<file path="src/rtl/jtag_tap_ctrl.sv">
// IEEE 1149.1-style TAP controller: 16-state TMS decoder, 4-bit IR, BSR/ID/bypass data registers.
// Optional macro JTAG_IDCODE_EN adds the IDCODE instruction and 32-bit ID register (reset IR 4'h2 vs 4'hF).
module jtag_tap_ctrl #(
    parameter logic [31:0] IDCODE_VALUE = 32'h1000_0001,
    parameter int          BSR_W        = 8
) (
    input  logic             TCK,
    input  logic             rst,
    input  logic             TMS,
    input  logic             TDI,
    input  logic [BSR_W-1:0] CORE_LOGIC_BSR,
    input  logic             CORE_LOGIC_TDO,
    output logic             TDO,
    output logic             SHIFTDR,
    output logic             CAPTUREDR,
    output logic             UPDATEDR,
    output logic             SHIFTIR,
    output logic [3:0]       IR,
    output logic [BSR_W-1:0] BSR_UPDATE
);

    typedef enum logic [3:0] {
        TLR, RTI, SEL_DR, CAP_DR, SH_DR, EX1_DR, PAUSE_DR, EX2_DR, UPD_DR,
        SEL_IR, CAP_IR, SH_IR, EX1_IR, PAUSE_IR, EX2_IR, UPD_IR
    } tap_state_e;

    typedef enum logic [1:0] {SEL_BSR, SEL_ID, SEL_CORE, SEL_BYP} dr_sel_e;

`ifdef JTAG_IDCODE_EN
    localparam logic [3:0] IR_DEFAULT = 4'h2;
`else
    localparam logic [3:0] IR_DEFAULT = 4'hF;
`endif

    tap_state_e       state_q, state_d;
    dr_sel_e          sel;
    logic [3:0]       ir_q, ir_sr_q;
    logic [BSR_W-1:0] bsr_sr_q, bsr_upd_q;
    logic             byp_q;
`ifdef JTAG_IDCODE_EN
    logic [31:0]      id_q;
`else
    logic             unused_idcode;
    assign unused_idcode = ^IDCODE_VALUE;
`endif

    always_comb begin
        state_d = state_q;
        case (state_q)
            TLR:      state_d = TMS ? TLR      : RTI;
            RTI:      state_d = TMS ? SEL_DR   : RTI;
            SEL_DR:   state_d = TMS ? SEL_IR   : CAP_DR;
            CAP_DR:   state_d = TMS ? EX1_DR   : SH_DR;
            SH_DR:    state_d = TMS ? EX1_DR   : SH_DR;
            EX1_DR:   state_d = TMS ? UPD_DR   : PAUSE_DR;
            PAUSE_DR: state_d = TMS ? EX2_DR   : PAUSE_DR;
            EX2_DR:   state_d = TMS ? UPD_DR   : SH_DR;
            UPD_DR:   state_d = TMS ? SEL_DR   : RTI;
            SEL_IR:   state_d = TMS ? TLR      : CAP_IR;
            CAP_IR:   state_d = TMS ? EX1_IR   : SH_IR;
            SH_IR:    state_d = TMS ? EX1_IR   : SH_IR;
            EX1_IR:   state_d = TMS ? UPD_IR   : PAUSE_IR;
            PAUSE_IR: state_d = TMS ? EX2_IR   : PAUSE_IR;
            EX2_IR:   state_d = TMS ? UPD_IR   : SH_IR;
            UPD_IR:   state_d = TMS ? SEL_DR   : RTI;
            default:  state_d = TLR;
        endcase
    end

    // Unlisted opcodes fall through to bypass so an unknown IR never breaks the chain.
    always_comb begin
        sel = SEL_BYP;
        case (ir_q)
            4'h0, 4'h1: sel = SEL_BSR;
`ifdef JTAG_IDCODE_EN
            4'h2:       sel = SEL_ID;
`endif
            4'h3:       sel = SEL_CORE;
            default:    sel = SEL_BYP;
        endcase
    end

    always_ff @(posedge TCK) begin
        if (rst) begin
            state_q   <= TLR;
            ir_q      <= IR_DEFAULT;
            ir_sr_q   <= '0;
            bsr_sr_q  <= '0;
            bsr_upd_q <= '0;
            byp_q     <= 1'b0;
`ifdef JTAG_IDCODE_EN
            id_q      <= '0;
`endif
        end else begin
            state_q <= state_d;
            case (state_q)
                TLR:    ir_q    <= IR_DEFAULT;
                CAP_IR: ir_sr_q <= 4'b0101;
                SH_IR:  ir_sr_q <= {TDI, ir_sr_q[3:1]};
                UPD_IR: ir_q    <= ir_sr_q;
                CAP_DR: begin
                    bsr_sr_q <= CORE_LOGIC_BSR;
                    byp_q    <= 1'b0;
`ifdef JTAG_IDCODE_EN
                    id_q     <= IDCODE_VALUE;
`endif
                end
                SH_DR: begin
                    case (sel)
                        SEL_BSR: bsr_sr_q <= {TDI, bsr_sr_q[BSR_W-1:1]};
`ifdef JTAG_IDCODE_EN
                        SEL_ID:  id_q     <= {TDI, id_q[31:1]};
`endif
                        SEL_BYP: byp_q    <= TDI;
                        default: ;
                    endcase
                end
                UPD_DR: if (sel == SEL_BSR) bsr_upd_q <= bsr_sr_q;
                default: ;
            endcase
        end
    end

    always_comb begin
        TDO = 1'b0;
        if (state_q == SH_IR) begin
            TDO = ir_sr_q[0];
        end else if (state_q == SH_DR) begin
            case (sel)
                SEL_BSR:  TDO = bsr_sr_q[0];
`ifdef JTAG_IDCODE_EN
                SEL_ID:   TDO = id_q[0];
`endif
                SEL_CORE: TDO = CORE_LOGIC_TDO;
                default:  TDO = byp_q;
            endcase
        end
    end

    assign SHIFTDR    = (state_q == SH_DR);
    assign CAPTUREDR  = (state_q == CAP_DR);
    assign UPDATEDR   = (state_q == UPD_DR);
    assign SHIFTIR    = (state_q == SH_IR);
    assign IR         = ir_q;
    assign BSR_UPDATE = bsr_upd_q;

endmodule

</file>
<file path="config.mk">
export PLATFORM = sky130hd
export DESIGN_NAME = jtag_tap_ctrl
export DESIGN_NICKNAME = d
export VERILOG_FILES = /design/src/rtl/jtag_tap_ctrl.sv
export SDC_FILE = /design/constraint.sdc
export NUM_CORES = 1
export LEC_CHECK = 0
export CORE_ASPECT_RATIO = 1.5
export CORE_UTILIZATION = 40
export DETAILED_ROUTE_END_ITERATION = 10
export PLACE_DENSITY = 0.65
export SETUP_SLACK_MARGIN = 0.3
export SYNTH_ARGS = -nofsm -noshare
export SYNTH_HDL_FRONTEND = slang
export SYNTH_SLANG_ARGS = --single-unit
</file>
<file path="constraint.sdc">
create_clock -name TCK -period 2.9 [get_ports TCK]
set_input_delay 0.435 -clock TCK [delete_from_list [all_inputs] [get_ports TCK]]
set_output_delay 0.435 -clock TCK [all_outputs]
set_load 0.01 [all_outputs]
</file>
==> flow_summary.ini <==
[status]
status = finished, final reports clean

[synth]
synth_warnings = 0
synth_cell_types = 41
avgSynthCellArea_um2 = 8.526
synth_nets = 180
ys_seq_elements = 29
synth_top_area_cell = dfxtp_1
syn-cell-area_um2 = 1424
synthDominantCellAreaShare_pct = 40.77
yosys-top-cells-area = dfxtp_1, nand2_1, mux2i_1
seq_area_frac_synth_pct = 40.77
syn_inst = 167

[layout]
area_growth_pct = 26.63
fin_nets = 206
antenna_cells = 0
fin_area_um2 = 1803
drive_gt1_share_pct = 12.89
utilization_pct = 52.78

[critical_path]
crit_fanout = 11
cp.required_ns = 2.47
critPathLaunchType = register
cp-end-kind = output port
arrival_ns = 2.00
critPathKind = reg2out

[clock_tree]
post_cts_buffers = 0
numCtsBuffers = 5
clk_latency_ns = 0.28
root_buffer = clkbuf_8
clockBufferDepth = 2
cts_resized = 2
hold_buffers = 0
htreeDepth = 2
clkSinkCount = 29
cts_tree = done
path_clk_slew_ns = 0.06

[placement]
placed_cell_area_um2 = 1695
place.gp.congestion = 0.7154
portBuffers = 29
dp_hpwl_um = 2269

[global_route]
antenna_found_initial = 0
grt_start_max_net_pins = 20
grt.overflow.total = 0
groute.usage.overall_pct = 18.01
grt_pass1_vias = 1181
grt_pass1_wl_um = 5099

[timing]
grt_setup_unrepaired = false
slew_headroom_pct = 58.55
maxSlewViolCount = 0
finalSetupTns_ns = 0
layout_min_cycle_time_ns = 2.434
finClkSkew_ns = 0.006062
whs_ns = 0.4754
setup_viol = 0
tightestPinTransition_ns = 0.6198
hold_viol_final = 0
fmax_ghz = 0.4109
fin_crit_sh_pct = 83.92

[floorplanning]
start_util_pct = 41.68
die_w_um = 50.72
die_h_um = 75.07
dieArea_um2 = 3807
io_pins = 30
core_um2 = 3416
rows = 26

[pwr]
fin_total_pwr_uw = 852.3
powerDensity_nw_per_um2 = 472.7
leakagePower_uw = 0.0006800
vdd_drop_max_mv = 0.2864

[routing]
vias = 1265
wl_um = 3103
drt_iter0_drc = 34
ant_nets = 0
routedWlPerCell_um = 13.15
route.detailed.drc = 0
drt_first_pass_iters = 4
routed_via_density = 5.360

[min_path]
hp-class = reg2reg

[flow_run]
drv_cap = 0
-- area by class of cell --
cell class | count | area (µm²)
Timing Repair Buffer | 30 | 297.8
Multi-Input combinational cell | 117 | 725.7
Clock buffer | 7 | 96.34
Fill cell | 348 | 1613
Sequential cell | 29 | 584.3
Clock inverter | 1 | 5.005
Tap cell | 42 | 52.55
Inverter | 10 | 41.29
-- routing by layer --
layer / GRT usage (%) / routed length, µm / vias to the layer above
li1: - / - / 642
met1: 19.24 / 1281 / 589
met2: 33.63 / 1661 / 29
met3: 4.848 / 128 / 5
met4: 6.481 / 32 / 0
met5: 0 / 0 / -
-- path summary, 6_finish.rpt --
check,start,to,slack (ns),cells past startpoint
max reg2reg,state_q[1]$_SDFF_PP0_,bsr_sr_q[3]$_SDFFE_PP0P_,1.19,6
min,ir_sr_q[3]$_SDFFE_PP0P_,ir_sr_q[3]$_SDFFE_PP0P_,0.48,2
max,state_q[1]$_SDFF_PP0_,TDO,0.47,5
min reg2reg,ir_sr_q[3]$_SDFFE_PP0P_,ir_sr_q[3]$_SDFFE_PP0P_,0.48,2
-- synthesized netlist by cell type, drive strengths merged --
| master | number |
|---|---|
| nor2 | 22 |
| nand2b | 6 |
| inv | 9 |
| a2bb2oi | 1 |
| a21boi | 1 |
| o21ai | 4 |
| a2111oi | 1 |
| nor3 | 4 |
| a211oi | 2 |
| dfxtp | 29 |
| nand3 | 5 |
| or4 | 1 |
| mux2i | 8 |
| clkbuf | 5 |
| a31oi | 3 |
| a211o | 1 |
| a311oi | 10 |
| or3 | 2 |
| buf | 6 |
| o32ai | 1 |
| nand2 | 25 |
| o22ai | 4 |
| nand4 | 1 |
| clkinv | 1 |
| a21oi | 7 |
| xnor2 | 1 |
| nor2b | 2 |
| o211ai | 2 |
| a21o | 2 |
| a22o | 1 |
-- layout by cell type, fill, tap and decap left out, types with 2 or more instances in the layout --
cell and count:
nand3_1 3, nand2b_1 6, a31oi_1 3, o22ai_1 4
clkbuf_8 7, nand2_1 24, o21ai_0 4, a311oi_2 2
nor3_1 4, dfxtp_1 26, clkdlybuf4s50_1 29, a211oi_1 2
inv_1 8, dfxtp_2 3, clkinv_2 2, mux2i_1 8
o211ai_1 2, a21oi_1 7, nor2_2 2, a311oi_1 8
nor2_1 19, nand3_2 2, nor2b_1 2
-- registers in the layout, indices dropped and copies added (netlist names) --
name and flops:
BSR_UPDATE 8, bsr_sr_q 8, IR 4, ir_sr_q 4, state_q 4, byp_q 1
-- worst max-delay path, cell delays in order, from the launching register on --
cell and delay, ns:
dfxtp_1 0.44, nor2_4 0.17, nand3_2 0.23, inv_4 0.20
a22o_1 0.15, clkdlybuf4s50_1 0.53
-- stage by stage --
| step | std cells | setup WS [ns] |
|---|---|---|
| after global routing | 236 | 0.3558 |
| final | 236 | 0.4664 |
| after detailed placement | 228 | 0.5480 |
| after CTS | 236 | 0.3029 |
| after global placement | 228 | 0.5769 |
| after floorplan | 167 | 1.328 |
-- cell families after synthesis --
kind of cell    count (synthesis)  share of synthesized area (%)
simple gates                   68                          23.38
flops                          29                          40.77
mux                             8                          5.624
compound gates                 40                          21.35
buf+inv                        21                          8.260
xor+xnor                        1                         0.6152
-- power by group --
part | internal, µW | leakage [µW] | switching, µW
Clock | 214 | 0.0000542 | 146
Combinational | 36.7 | 0.000390 | 34.8
Sequential | 406 | 0.000236 | 15.7
(Power assumes the default switching activity.)
==> patch, RTL diff (same flow settings) <==
The option `JTAG_IDCODE_EN` is turned on by a define.
--- a/src/rtl/jtag_tap_ctrl.sv
+++ b/src/rtl/jtag_tap_ctrl.sv
@@ -1,4 +1,6 @@
 // IEEE 1149.1-style TAP controller: 16-state TMS decoder, 4-bit IR, BSR/ID/bypass data registers.
 // Optional macro JTAG_IDCODE_EN adds the IDCODE instruction and 32-bit ID register (reset IR 4'h2 vs 4'hF).
+`define JTAG_IDCODE_EN
+
 module jtag_tap_ctrl #(
     parameter logic [31:0] IDCODE_VALUE = 32'h1000_0001,
Check against the original RTL: not equivalent (a bounded check fails within 4 cycles, from zero or initial values and one cycle with rst high).
==> patch against the original RTL <==
Cell area up 85%. Synthesized cell count increased by 96%. Setup slack lost 0.021 ns. First-iteration DRC count rose to 8.2 times the old value. Clock power grew to 2.6 times the old value. Total power rose by 120%. Sequential cell count increased by 32. Via count increased by 100%. Routed wire length grew 100%. Synthesized area is 95% higher. Hold slack got worse by 0.013 ns. Non-clock buffer count is 13 higher. Critical path type unchanged. Highest routed layer unchanged.
==> patch: results (changes against the original RTL) <==
| Metric | Value |
|---|---|
| Status | finished, final reports clean (unchanged) |
| Critical path peak fanout | 9 (was 11) |
| First-pass GRT wire length | 10,600 um (was 5100 um) |
| Worst IR drop on VDD | 473 uV (was 286 uV) |
| Nets | 354 (was 206) |
| Fillers | 630 (was 348) |
| TritonCTS Buffers | 9 (was 5) |
| Placed Cells | 404 (was 228) |
| Setup Skew | 0.00721 ns (was 0.00606 ns) |
| Actual slew at the worst max-slew pin | 1.10 ns (was 0.620 ns) |
| Worst hold start | id_q[2] (was ir_sr_q[3]) |
| Max FFs per register | 32 |
| Yosys warns | 0 (unchanged) |
| Initial drt markers | 279 (was 34) |
| WHS Path Cells | 2 (unchanged) |
| Reg2Reg Setup Slack | 0.84 ns (was 1.19 ns) |
| Non-filler cells, final | 422 (was 236) |
| Psw | 0.381 mW (was 0.196 mW) |
| H-tree depth | 3 (was 2) |
| Share of cells above drive strength 1 | 10.7% (was 12.9%) |
| Post-synthesis sequential area ratio | 44.0% (was 40.8%) |
| Vias in the first global route | 2,162 (was 1,181) |
| Ys async rst share | 0% (unchanged) |
| Most frequent cells after synthesis | dfxtp_1 (61), a21oi_1 (45), nand3_1 (43), o211ai_1 (31), clkbuf_1 (27) (was dfxtp_1 (29), nand2_1 (24), nor2_1 (19)) |
| Clock Latency Late Sink | 0.34 ns (was 0.28 ns) |
| WL/cell | 14.9 um (was 13.1 um) |
| Hold Path End | id_q[1] (was ir_sr_q[3]) |
| N_diodes | 0 (unchanged) |
| Post-DP Area | 3060 um2 (was 1700 um2) |
| Worst Reg-to-Reg Cells | 3 (was 6) |
| DR pass1 iterations | 5 (was 4) |
| Crit path max-delay family | buffers and inverters (unchanged) |
| Worst r2r src | IR[2] (was state_q[1]) |
| Crit path max-delay cell type | or4b_4 (was clkdlybuf4s50_1) |
| Initial antenna violation count | 0 (unchanged) |
| Dpl hpwl | 3710 um (was 2270 um) |
| Reg-to-reg endpoint | id_q[30] (was bsr_sr_q[3]) |
| Buffers on Ports | 29 (unchanged) |
| Vias | 2,533 (was 1,265) |
| Leak Pwr | 1.09 nW (was 0.680 nW) |
| Critical Path Max Stage Delay | 0.63 ns (was 0.53 ns) |
| Worst EP arrival | 2.02 ns (was 2.00 ns) |
| Most used DFF post-synth | dfxtp_1 (unchanged) |
| Largest net degree at the start of global routing | 50 (was 20) |
| Hold_ws | 0.462 ns (was 0.475 ns) |
| Total track usage | 17.9% (was 18.0%) |
| Area contributors post-synth | dfxtp_1 (44%), o211ai_1 (8.4%), a21oi_1 (8.1%) (was dfxtp_1 (41%), nand2_1 (6.3%), mux2i_1 (5.6%)) |
| Gp weighted congestion | 0.765 (was 0.715) |
| Post-synth net total | 340 (was 180) |
| Unique cell type count in the Yosys netlist | 46 (was 41) |
| Pre-CTS setup slack | 0.393 ns (was 0.548 ns) |
| Gate power share | 4.5% (was 8.4%) |
| Post-synthesis cell count | 327 (was 167) |
[patch: cell count changes in the layout (fill, tap and decap cells not counted), sizes merged, moves of 4 or more]
| cell | unedited run | this run |
|---|---|---|
| mux2i | 8 | 1 |
| inv | 9 | 5 |
| buf | 1 | 15 |
| nor2 | 22 | 7 |
| nand3 | 5 | 43 |
| nand2 | 25 | 17 |
| dfxtp | 29 | 61 |
| a21oi | 7 | 45 |
| o21ai | 4 | 13 |
| a211oi | 2 | 9 |
| clkbuf | 7 | 12 |
| o211ai | 2 | 31 |
[patch: per-layer routing]
layer  GRT usage [%]  vias to the layer above  share of wire, %
li1                -                     1251                 -
met4            11.1                        0               3.3
met1            25.0                     1222                47
met3            3.20                       14               3.0
met2            25.3                       46                46
met5               0                        -                 0
[patch: kinds of logic after synthesis]
logic type	share of synthesized area, %
xor gates and xnor gates	0.316
DFF	44.0
and+or+nand+nor	17.0
muxes	0.767
buffers and inverters	7.99
AOI/OAI and AO/OA	29.9
[patch: final cells by class]
| class | instances | area, um2 | area share, % |
|---|---|---|---|
| timing repair buffer | 43 | 397 | 11.9 |
| clock inverter | 4 | 95.1 | 2.85 |
| inverter | 7 | 35.0 | 1.05 |
| sequential | 61 | 1220 | 36.7 |
| multi-input combinational | 219 | 1340 | 40.3 |
| clock buffer | 12 | 145 | 4.35 |
| tap | 76 | 95.1 | 2.85 |
[patch: worst max path at each step]
stage / endpoint / slack (ns) / from
final: UPDATEDR / 0.45 / state_q[0]
after global routing: CAPTUREDR / 0.32 / state_q[0]
after CTS: TDO / 0.33 / state_q[2]
after detailed placement: UPDATEDR / 0.39 / state_q[3]
after global placement: UPDATEDR / 0.42 / state_q[3]
after floorplan: TDO / 0.95 / state_q[0]
[patch: worst reg2reg max path: stages, from the launching register on]
cell,delay (ns)
dfxtp_1,0.41
or4b_1,1.05
o211ai_1,0.39
a21oi_1,0.10
[patch: what timing repair did]
action                     4_1_cts  5_1_grt
hold buffers                     0        0
gates resized for setup          3        4
gates cloned                     0        0
setup endpoints to repair        2        2
pin swaps                        0        0
setup buffers                    0        2
[patch: through the flow]
step                util [%]  power (mW)
CTS                     50.3        1.87
detailed placement      46.5       0.951
finish                  50.7        1.85
global placement        46.5       0.950
global route            50.7        1.92
floorplan                  -       0.919
[patch: power groups by stage]
stage / Sequential (mW) / Combinational (mW) / Clock, mW
6_report: 0.849 / 0.0837 / 0.920
5_1_grt: 0.849 / 0.0920 / 0.976
4_1_cts: 0.849 / 0.0831 / 0.940
3_5_place_dp: 0.868 / 0.0825 / 0
3_3_place_gp: 0.868 / 0.0817 / 0
2_1_floorplan: 0.866 / 0.0535 / 0
